## config.mk

```make
export PLATFORM = sky130hd
export DESIGN_NAME = fft_frame_sequencer
export DESIGN_NICKNAME = d
export VERILOG_FILES = /design/src/rtl/fft_frame_sequencer_pkg.sv /design/src/rtl/fft_frame_sequencer_addr_gen.sv /design/src/rtl/fft_frame_sequencer.sv
export SDC_FILE = /design/constraint.sdc
export NUM_CORES = 1
export LEC_CHECK = 0
export CAP_MARGIN = 30
export CORE_MARGIN = 2
export CORE_UTILIZATION = 41
export DETAILED_ROUTE_END_ITERATION = 6
export GPL_ROUTABILITY_DRIVEN = 1
export SYNTH_ARGS = -nofsm -noshare
export SYNTH_HDL_FRONTEND = slang
export SYNTH_HIERARCHICAL = 1
export SYNTH_SLANG_ARGS = --single-unit
```

## constraint.sdc

```tcl
create_clock -name i_clk -period 3.7 [get_ports i_clk]
set_input_delay 0.37 -clock i_clk [delete_from_list [all_inputs] [get_ports i_clk]]
set_output_delay 0.37 -clock i_clk [all_outputs]
set_load 0.02 [all_outputs]
```

## src/rtl/fft_frame_sequencer_pkg.sv

```systemverilog
// Shared constants, state encoding and helpers for the FFT frame sequencer.
// Imported by the sequencer top and its address generator.
package fft_frame_sequencer_pkg;

  localparam int N        = 16;
  localparam int STAGES   = 4;
  localparam int BFLY_LAT = 2;

  localparam int AW = STAGES;
  localparam int KW = STAGES - 1;
  localparam int SW = 2;
  localparam int DW = $clog2(BFLY_LAT + 1);

  typedef enum logic [2:0] {
    ST_IDLE    = 3'd0,
    ST_LOAD    = 3'd1,
    ST_COMPUTE = 3'd2,
    ST_DRAIN   = 3'd3,
    ST_UNLOAD  = 3'd4
  } state_t;

  function automatic logic [AW-1:0] bitrev(
    input logic [AW-1:0] x
  );
    logic [AW-1:0] r;
    r = '0;
    for (int i = 0; i < AW; i++)
      r[i] = x[AW-1-i];
    return r;
  endfunction

endpackage

```

## src/rtl/fft_frame_sequencer_addr_gen.sv

```systemverilog
// Butterfly address generator: (stage, k) -> top/bottom RAM address, twiddle.
// Ports: i_stage, i_k in; o_rd_a, o_rd_b, o_tw out. Purely combinational.
module fft_frame_sequencer_addr_gen
  import fft_frame_sequencer_pkg::*;
(
  input  logic [SW-1:0] i_stage,
  input  logic [KW-1:0] i_k,
  output logic [AW-1:0] o_rd_a,
  output logic [AW-1:0] o_rd_b,
  output logic [KW-1:0] o_tw
);

  logic [AW-1:0] half;
  logic [AW-1:0] mask;
  logic [AW-1:0] kx;
  logic [AW-1:0] low;
  logic [AW-1:0] twx;

  // half is a power of two, so k/half and k%half reduce to masks:
  // (k/half)*2*half == (k & ~mask) << 1.
  always_comb begin
    kx     = AW'(i_k);
    half   = AW'(N / 2) >> i_stage;
    mask   = half - AW'(1);
    low    = kx & mask;
    o_rd_a = ((kx & ~mask) << 1) | low;
    o_rd_b = o_rd_a | half;
    twx    = low << i_stage;
    o_tw   = twx[KW-1:0];
  end

endmodule

```

## src/rtl/fft_frame_sequencer.sv

```systemverilog
// Frame scheduler for the 16-point radix-2 DIF FFT: load, per-stage
// butterfly issue with delayed write-back, drain, bit-reversed unload.
// Ports: i_clk/i_rst; load i_in_valid/o_in_ready; RAM o_wr_*, o_rd_*;
// o_tw_addr, o_bfly_valid, o_stage; unload i_out_ready/o_out_valid/
// o_out_last; status o_frame_done, o_busy.
module fft_frame_sequencer
  import fft_frame_sequencer_pkg::*;
(
  input  logic          i_clk,
  input  logic          i_rst,
  input  logic          i_in_valid,
  output logic          o_in_ready,
  output logic          o_wr_en,
  output logic [AW-1:0] o_wr_addr_a,
  output logic [AW-1:0] o_wr_addr_b,
  output logic [AW-1:0] o_rd_addr_a,
  output logic [AW-1:0] o_rd_addr_b,
  output logic [KW-1:0] o_tw_addr,
  output logic          o_bfly_valid,
  output logic [SW-1:0] o_stage,
  input  logic          i_out_ready,
  output logic          o_out_valid,
  output logic          o_out_last,
  output logic          o_frame_done,
  output logic          o_busy
);

  state_t        state;
  logic [AW-1:0] cnt;
  logic [KW-1:0] k;
  logic [SW-1:0] stage;
  logic [DW-1:0] dcnt;

  logic [AW-1:0] ag_a;
  logic [AW-1:0] ag_b;
  logic [KW-1:0] ag_tw;

  logic          wb_v [BFLY_LAT];
  logic [AW-1:0] wb_a [BFLY_LAT];
  logic [AW-1:0] wb_b [BFLY_LAT];

  logic          load_wr;
  logic          wb_en;

  fft_frame_sequencer_addr_gen u_addr_gen (
    .i_stage (stage),
    .i_k     (k),
    .o_rd_a  (ag_a),
    .o_rd_b  (ag_b),
    .o_tw    (ag_tw)
  );

  always_ff @(posedge i_clk or posedge i_rst) begin
    if (i_rst) begin
      state        <= ST_IDLE;
      cnt          <= '0;
      k            <= '0;
      stage        <= '0;
      dcnt         <= '0;
      o_in_ready   <= 1'b0;
      o_bfly_valid <= 1'b0;
      o_out_valid  <= 1'b0;
      o_frame_done <= 1'b0;
      o_busy       <= 1'b0;
    end else begin
      o_frame_done <= 1'b0;
      unique case (state)
        ST_IDLE: begin
          state      <= ST_LOAD;
          cnt        <= '0;
          o_in_ready <= 1'b1;
          o_busy     <= 1'b1;
        end
        ST_LOAD: begin
          if (i_in_valid) begin
            if (cnt == AW'(N - 1)) begin
              state        <= ST_COMPUTE;
              cnt          <= '0;
              k            <= '0;
              stage        <= '0;
              o_in_ready   <= 1'b0;
              o_bfly_valid <= 1'b1;
            end else begin
              cnt <= cnt + AW'(1);
            end
          end
        end
        ST_COMPUTE: begin
          if (k == KW'(N / 2 - 1)) begin
            state        <= ST_DRAIN;
            k            <= '0;
            dcnt         <= '0;
            o_bfly_valid <= 1'b0;
          end else begin
            k <= k + KW'(1);
          end
        end
        ST_DRAIN: begin
          if (dcnt == DW'(BFLY_LAT - 1)) begin
            dcnt <= '0;
            if (stage == SW'(STAGES - 1)) begin
              state       <= ST_UNLOAD;
              stage       <= '0;
              cnt         <= '0;
              o_out_valid <= 1'b1;
            end else begin
              state        <= ST_COMPUTE;
              stage        <= stage + SW'(1);
              k            <= '0;
              o_bfly_valid <= 1'b1;
            end
          end else begin
            dcnt <= dcnt + DW'(1);
          end
        end
        ST_UNLOAD: begin
          if (i_out_ready) begin
            if (cnt == AW'(N - 1)) begin
              state        <= ST_IDLE;
              cnt          <= '0;
              o_out_valid  <= 1'b0;
              o_frame_done <= 1'b1;
              o_busy       <= 1'b0;
            end else begin
              cnt <= cnt + AW'(1);
            end
          end
        end
        default: begin
          state        <= ST_IDLE;
          cnt          <= '0;
          k            <= '0;
          stage        <= '0;
          dcnt         <= '0;
          o_in_ready   <= 1'b0;
          o_bfly_valid <= 1'b0;
          o_out_valid  <= 1'b0;
          o_busy       <= 1'b0;
        end
      endcase
    end
  end

  // Read side: butterfly addresses while issuing, bit-reversed
  // unload address while streaming out, zero otherwise.
  always_comb begin
    o_rd_addr_a = '0;
    o_rd_addr_b = '0;
    o_tw_addr   = '0;
    if (o_bfly_valid) begin
      o_rd_addr_a = ag_a;
      o_rd_addr_b = ag_b;
      o_tw_addr   = ag_tw;
    end else if (o_out_valid) begin
      o_rd_addr_a = bitrev(cnt);
    end
  end

  // Write-back delay line matches the butterfly pipeline depth.
  // Reset clears it so an abandoned frame issues no late writes.
  always_ff @(posedge i_clk or posedge i_rst) begin
    if (i_rst) begin
      for (int i = 0; i < BFLY_LAT; i++) begin
        wb_v[i] <= 1'b0;
        wb_a[i] <= '0;
        wb_b[i] <= '0;
      end
    end else begin
      wb_v[0] <= o_bfly_valid;
      wb_a[0] <= o_rd_addr_a;
      wb_b[0] <= o_rd_addr_b;
      for (int i = 1; i < BFLY_LAT; i++) begin
        wb_v[i] <= wb_v[i-1];
        wb_a[i] <= wb_a[i-1];
        wb_b[i] <= wb_b[i-1];
      end
    end
  end

  // Load writes are strobed in the handshake cycle so the RAM
  // captures the sample presented alongside i_in_valid.
  assign load_wr = o_in_ready & i_in_valid;
  assign wb_en   = wb_v[BFLY_LAT-1];
  assign o_wr_en = load_wr | wb_en;

  always_comb begin
    o_wr_addr_a = '0;
    o_wr_addr_b = '0;
    if (load_wr) begin
      o_wr_addr_a = cnt;
    end else if (wb_en) begin
      o_wr_addr_a = wb_a[BFLY_LAT-1];
      o_wr_addr_b = wb_b[BFLY_LAT-1];
    end
  end

  assign o_stage    = stage;
  assign o_out_last = o_out_valid & (cnt == AW'(N - 1));

endmodule

```

==> results of run 1 <==
==> registers in the layout, indices dropped and copies added (netlist names) <==
signal        flops
wb_b              8
o_bfly_valid      1
o_in_ready        1
cnt               4
o_frame_done      1
wb_en             1
o_busy            1
o_out_valid       1
o_stage           2
wb_v              1
k                 3
state             3
dcnt              2
wb_a              8
==> logic make-up (layout without fill, tap and decap cells) <==
logic type,Yosys count,count (layout),share of synthesized area
AO/OA/AOI/OAI,48,48,0.182
multiplexers,4,4,0.0250
flip-flops,37,37,0.499
AND/OR/NAND/NOR,75,75,0.220
XOR/XNOR,1,1,0.00472
buffers and inverters,16,48,0.0418
adder cells (fa/ha/maj),4,4,0.0270
==> path summary, 6_finish.rpt <==
check	from	end	slack, ps
worst max-delay path	i_in_valid	o_wr_addr_a[1]	1220
worst min-delay path	wb_b[4]	wb_b[0]	350
worst max register to register	o_stage[1]	cnt[0]	1650
worst min register to register	wb_b[4]	wb_b[0]	350
max in group asynchronous	i_rst	wb_b[0]	2870
min in group asynchronous	i_rst	cnt[1]	500
==> final cells by class <==
| cell class | count | area share |
|---|---|---|
| Sequential cell | 37 | 0.398 |
| Multi-Input combinational cell | 132 | 0.366 |
| Timing Repair Buffer | 32 | 0.137 |
| Clock buffer | 5 | 0.0296 |
| Clock inverter | 3 | 0.0280 |
| Tap cell | 52 | 0.0280 |
| Inverter | 8 | 0.0129 |
==> cell usage after synthesis, drive strengths merged <==
cell      n  area share
o2bb2ai   3       0.014
nor3      5       0.013
ha        4       0.027
and2b     1      0.0054
buf       5       0.020
a21oi     7       0.019
and4      1      0.0047
mux2i     2       0.011
and2      9       0.032
a22o      3       0.014
nor4      1      0.0034
nand4     3       0.010
a32oi     2       0.013
dfrtp    37        0.50
a31oi     3       0.013
nor4b     1      0.0081
and3      6       0.020
clkbuf    3      0.0061
inv       8       0.016
nor2      9       0.018
nor2b     2      0.0067
o21bai    1      0.0041
a32o      2       0.011
a21boi    1      0.0041
o31a      1      0.0047
o21a      2      0.0081
o21ai    15       0.040
o41ai     1      0.0047
nor3b     1      0.0041
o311ai    1      0.0047
nand3     9       0.024
nand3b    2      0.0081
mux2      2       0.014
nand2    18       0.036
or2       1      0.0034
a211oi    1      0.0041
a21o      1      0.0041
o211ai    1      0.0041
a221o     1      0.0054
and3b     1      0.0047
xnor2     1      0.0047
a22oi     1      0.0041
a2bb2oi   1      0.0047
nand2b    5       0.017
==> metrics by stage <==
stage / std cells / util
detailed placement: 261 / 0.503
CTS: 269 / 0.534
floorplan: 185 / -
global placement: 261 / 0.503
finish: 269 / 0.534
global route: 269 / 0.534
==> routing by layer <==
layer	up-vias	global-route usage	part of all wire	wire, um
met5	-	0	0	0
met4	0	0.0608	0.0042	17
met3	2	0.0478	0.035	142
met2	29	0.273	0.49	1970
met1	719	0.232	0.48	1930
li1	728	-	-	-
==> worst max-delay path, stage by stage <==
cell and delay [ps]:
clkdlybuf4s50_1 590, nand2_1 240, o21ai_0 260, clkdlybuf4s50_1 650
==> report_power, final <==
part	internal (mW)	leakage, nW	switching (mW)
Combinational	0.422	0.480	0.440
Clock	0.268	0.0681	0.140
Sequential	0.551	0.464	0.209
==> results.txt, run 1 <==
DR vias - 1,478
Total gr overflow - 0
Final Critical Period - 2480 ps
Clock Latency Late Sink - 280 ps
Final hold vios - 0
Die Wd - 71.3 um
Nets@finish - 224
Pwr dens - 874 nW/um2
Leakage - 1.01 nW
Startpoint Class - input port
Multi-input logic area - 851 um2
Area grow syn2layout - 25.3%
Placer Congestion - 0.889
IO buf count - 31
Worst EP required - 3330 ps
Setup TNS - 0 ps
Hold_ws - 349 ps
Num CTS Buffers - 5
CTS H-tree lvls - 2
Hold/Removal Path Class - reg2reg
Synth Area per Inst - 10.0 um2
PostCTS Resize Cnt - 0
Seq/Total Area, Yosys - 0.499
Fill cells - 395
Max-slew headroom - 0.598
Fmax - 0.403 GHz
Post-Route WL - 4.06 mm
Pre-CTS setup slack - 1220 ps
Vias in the first global route - 1,491
R2R cell count - 5
Clock slew at reported path FFs - 70 ps
RSZ-0062 raised after global routing - no
# Post-CTS Setup Buffers - 0
Antenna violations before repair - 0
Most frequent cells in the layout - dfrtp_1 (37), clkdlybuf4s50_1 (31), nand2_1 (18)
Layout cells sized above 1 - 0.0783
Cell row count - 24
Final Cycle Share - 0.670
Dpl cell area - 2190 um2
Clk root buf - clkbuf_8
Worst setup margin - 1220 ps
Post-CTS Hold Buffers - 0
Yosys warns - 6
Mapped Area - 1850 um2
All-Layer GR Usage - 0.173
Die H - 71.3 um
Post-Route Skew - 6.60 ps
Starting density of the core - 0.426
DR pass1 iterations - 4
Max-capacitance violation count - 0
Final ANT Viol Nets - 0
Endpoint class of the critical path - output pin
DR iter-0 viols - 60
Reg area - 926 um2
Worst-margin pin slew - 604 ps
VDD IR max - 0.386 mV
Clock net sink count - 37
Hold path depth - 0
# IOs - 32
DR DRC count - 0
Data arrival, critical path - 2110 ps
Setup Crit Path Kind - in2out
Routed length per instance - 15.1 um
Pwr Total - 2.03 mW
Status - finished, final reports clean
Yosys cell types - 51
HPWL Detailed - 2.82 mm
Final Max Tran Viols - 0
First-pass GRT wire length - 6.98 mm
CTS tree - yes
Setup violations, final - 0
Most common cell after layout, fill and taps aside - dfrtp_1
Yosys reg bits - 37
Syn Nets - 193
Core area - 4350 um2
DR vias/cell - 5.49
Pin count of the biggest net entering global routing - 38
Post-Synthesis Cells - 185
Post-layout instance area - 2320 um2
Diode count - 0
Die ar. - 5080 um2
Clk buf depth - 2
Crit-path max FO - 11
Power figures use the tool's default switching activity.
==> run 2: changes to the inputs <==
==> constraint.sdc (replaced) <==
create_clock -name i_clk -period 2.35 [get_ports i_clk]
set_input_delay 0.235 -clock i_clk [delete_from_list [all_inputs] [get_ports i_clk]]
set_output_delay 0.235 -clock i_clk [all_outputs]
set_load 0.02 [all_outputs]
==> results.txt, run 2 (synthesized netlist as in run 1, its figures left out) <==
Placed Instances - 261 (unchanged)
Setup violations, final - 0 (unchanged)
VDD IR max - 0.559 mV (+45%)
Most frequent cells in the layout - dfrtp_1 (34), clkdlybuf4s50_1 (31), nand2_1 (18)
DR vias - 1,499 (+1.4%)
Util after Layout - 0.535 (+0.00144)
Most common cell after layout, fill and taps aside - dfrtp_1
HPWL Detailed - 2.84 mm (+0.51%)
Cell row count - 24 (unchanged)
DR vias/cell - 5.57 (+1.4%)
Hold/Removal Path Class - in2async
Fmax - 0.444 GHz
RSZ-0062 raised after global routing - no
Final hold vios - 0 (unchanged)
Antenna violations before repair - 0 (unchanged)
Data arrival, critical path - 2020 ps (-90 ps)
Clk root buf - clkbuf_8
Starting density of the core - 0.426 (unchanged)
Pwr dens - 1380 nW/um2 (+58%)
RR Endpoint - cnt[0]
Num CTS Buffers - 5 (unchanged)
Core area - 4350 um2 (unchanged)
Clk buf depth - 2 (unchanged)
Final Max Tran Viols - 0 (unchanged)
Startpoint Class - flop
Worst EP required - 2120 ps (-1210 ps)
Setup Crit Path Kind - reg2out
Worst-margin pin slew - 618 ps (+14.5 ps)
Post-CTS Hold Buffers - 0 (unchanged)
Hold_ws - 349 ps (+0.220 ps)
DR iter-0 viols - 108 (+80%)
Routed length per instance - 15.0 um (-0.39%)
Total gr overflow - 0 (unchanged)
DR pass1 iterations - 4 (unchanged)
Pin count of the biggest net entering global routing - 38 (unchanged)
# IOs - 32 (unchanged)
Clock slew at reported path FFs - 70 ps (about the same)
Die ar. - 5080 um2 (unchanged)
Clock Latency Late Sink - 290 ps (about the same)
# Post-CTS Setup Buffers - 0 (unchanged)
Leakage - 1.01 nW (-0.51%)
Post-Route Skew - 3.00 ps (-3.60 ps)
Die Wd - 71.3 um (unchanged)
Layout cells sized above 1 - 0.0968 (+0.0184)
Final ANT Viol Nets - 0 (unchanged)
DR DRC count - 0 (unchanged)
Setup TNS - 0 ps (unchanged)
Final Cycle Share - 0.958
Worst Setup SP - cnt[1]
Post-Route WL - 4.04 mm (-0.39%)
Vias in the first global route - 1,491 (unchanged)
Clock net sink count - 37 (unchanged)
CTS tree - yes
CTS H-tree lvls - 2 (unchanged)
Crit-path max FO - 5 (-6)
Nets@finish - 224 (unchanged)
Max-slew headroom - 0.588 (-0.00966)
R2R cell count - 5 (unchanged)
Max-capacitance violation count - 0 (unchanged)
Critical Path Sink - o_out_last
Die H - 71.3 um (unchanged)
IO buf count - 31 (unchanged)
Fill cells - 385 (-2.5%)
Largest regs - wb_a (8), wb_b (8), cnt (4)
Status - finished, final reports clean
Critical R2R Launch - o_stage[1]
Area grow syn2layout - 25.6%
Reg-to-reg slack, setup - 320 ps (-1330 ps)
PostCTS Resize Cnt - 0 (unchanged)
Diode count - 0 (unchanged)
Endpoint class of the critical path - output pin
Placer Congestion - 0.889 (unchanged)
Final Critical Period - 2250 ps
All-Layer GR Usage - 0.171 (-0.00259)
Post-Layout Cell Count - 269 (unchanged)
First-pass GRT wire length - 6.86 mm (-1.7%)
run 2: worst max-delay path, cell delays in order (launching register included):
cell and delay, ps:
dfrtp_1 450, ha_2 270, and3_1 260, and2_1 150, clkdlybuf4s50_1 590
run 2: worst min path at each step:
stage / to / slack [ps] / depth (start not counted)
finish: wb_a[3] / 350 / 3
CTS: wb_b[0] / 350 / 0
global route: wb_a[1] / 360 / 0
detailed placement: wb_b[0] / 330 / 0
floorplan: wb_a[0] / 330 / 0
global placement: wb_a[0] / 330 / 0
run 2: per-layer routing:
| layer | routed length, um | part of all wire | global-route usage | vias to the layer above |
|---|---|---|---|---|
| li1 | - | - | - | 727 |
| met1 | 1900 | 0.47 | 0.222 | 724 |
| met2 | 1880 | 0.47 | 0.275 | 38 |
| met3 | 188 | 0.047 | 0.0450 | 10 |
| met4 | 65 | 0.016 | 0.0650 | 0 |
| met5 | 0 | 0 | 0 | - |
run 2: final cells by class:
type                    instances  area, um2  area share
flip-flops and latches         37        930       0.399
multi-input cells             132        853       0.366
repair buffers                 32        318       0.136
clock buffers                   5       68.8      0.0295
clock inverters                 3       65.1      0.0279
well taps                      52       65.1      0.0279
inverters                       8       30.0      0.0129
run 2: report_power, final:
part	switching, mW	leakage, nW	internal (mW)	total, mW
clock	0.222	0.0681	0.421	0.644
combinational	0.693	0.478	0.667	1.36
sequential	0.333	0.461	0.872	1.21
total	1.25	1.01	1.96	3.21
run 2: stage by stage:
| step | power (mW) | worst slack [ps] | cell area, um2 |
|---|---|---|---|
| after CTS | 3.22 | 20.6 | 2320 |
| after floorplan | 2.05 | 663 | 1850 |
| final | 3.21 | 99.4 | 2330 |
| after global placement | 2.53 | 287 | 2190 |
| after detailed placement | 2.57 | 183 | 2190 |
| after global routing | 3.44 | 14.0 | 2330 |
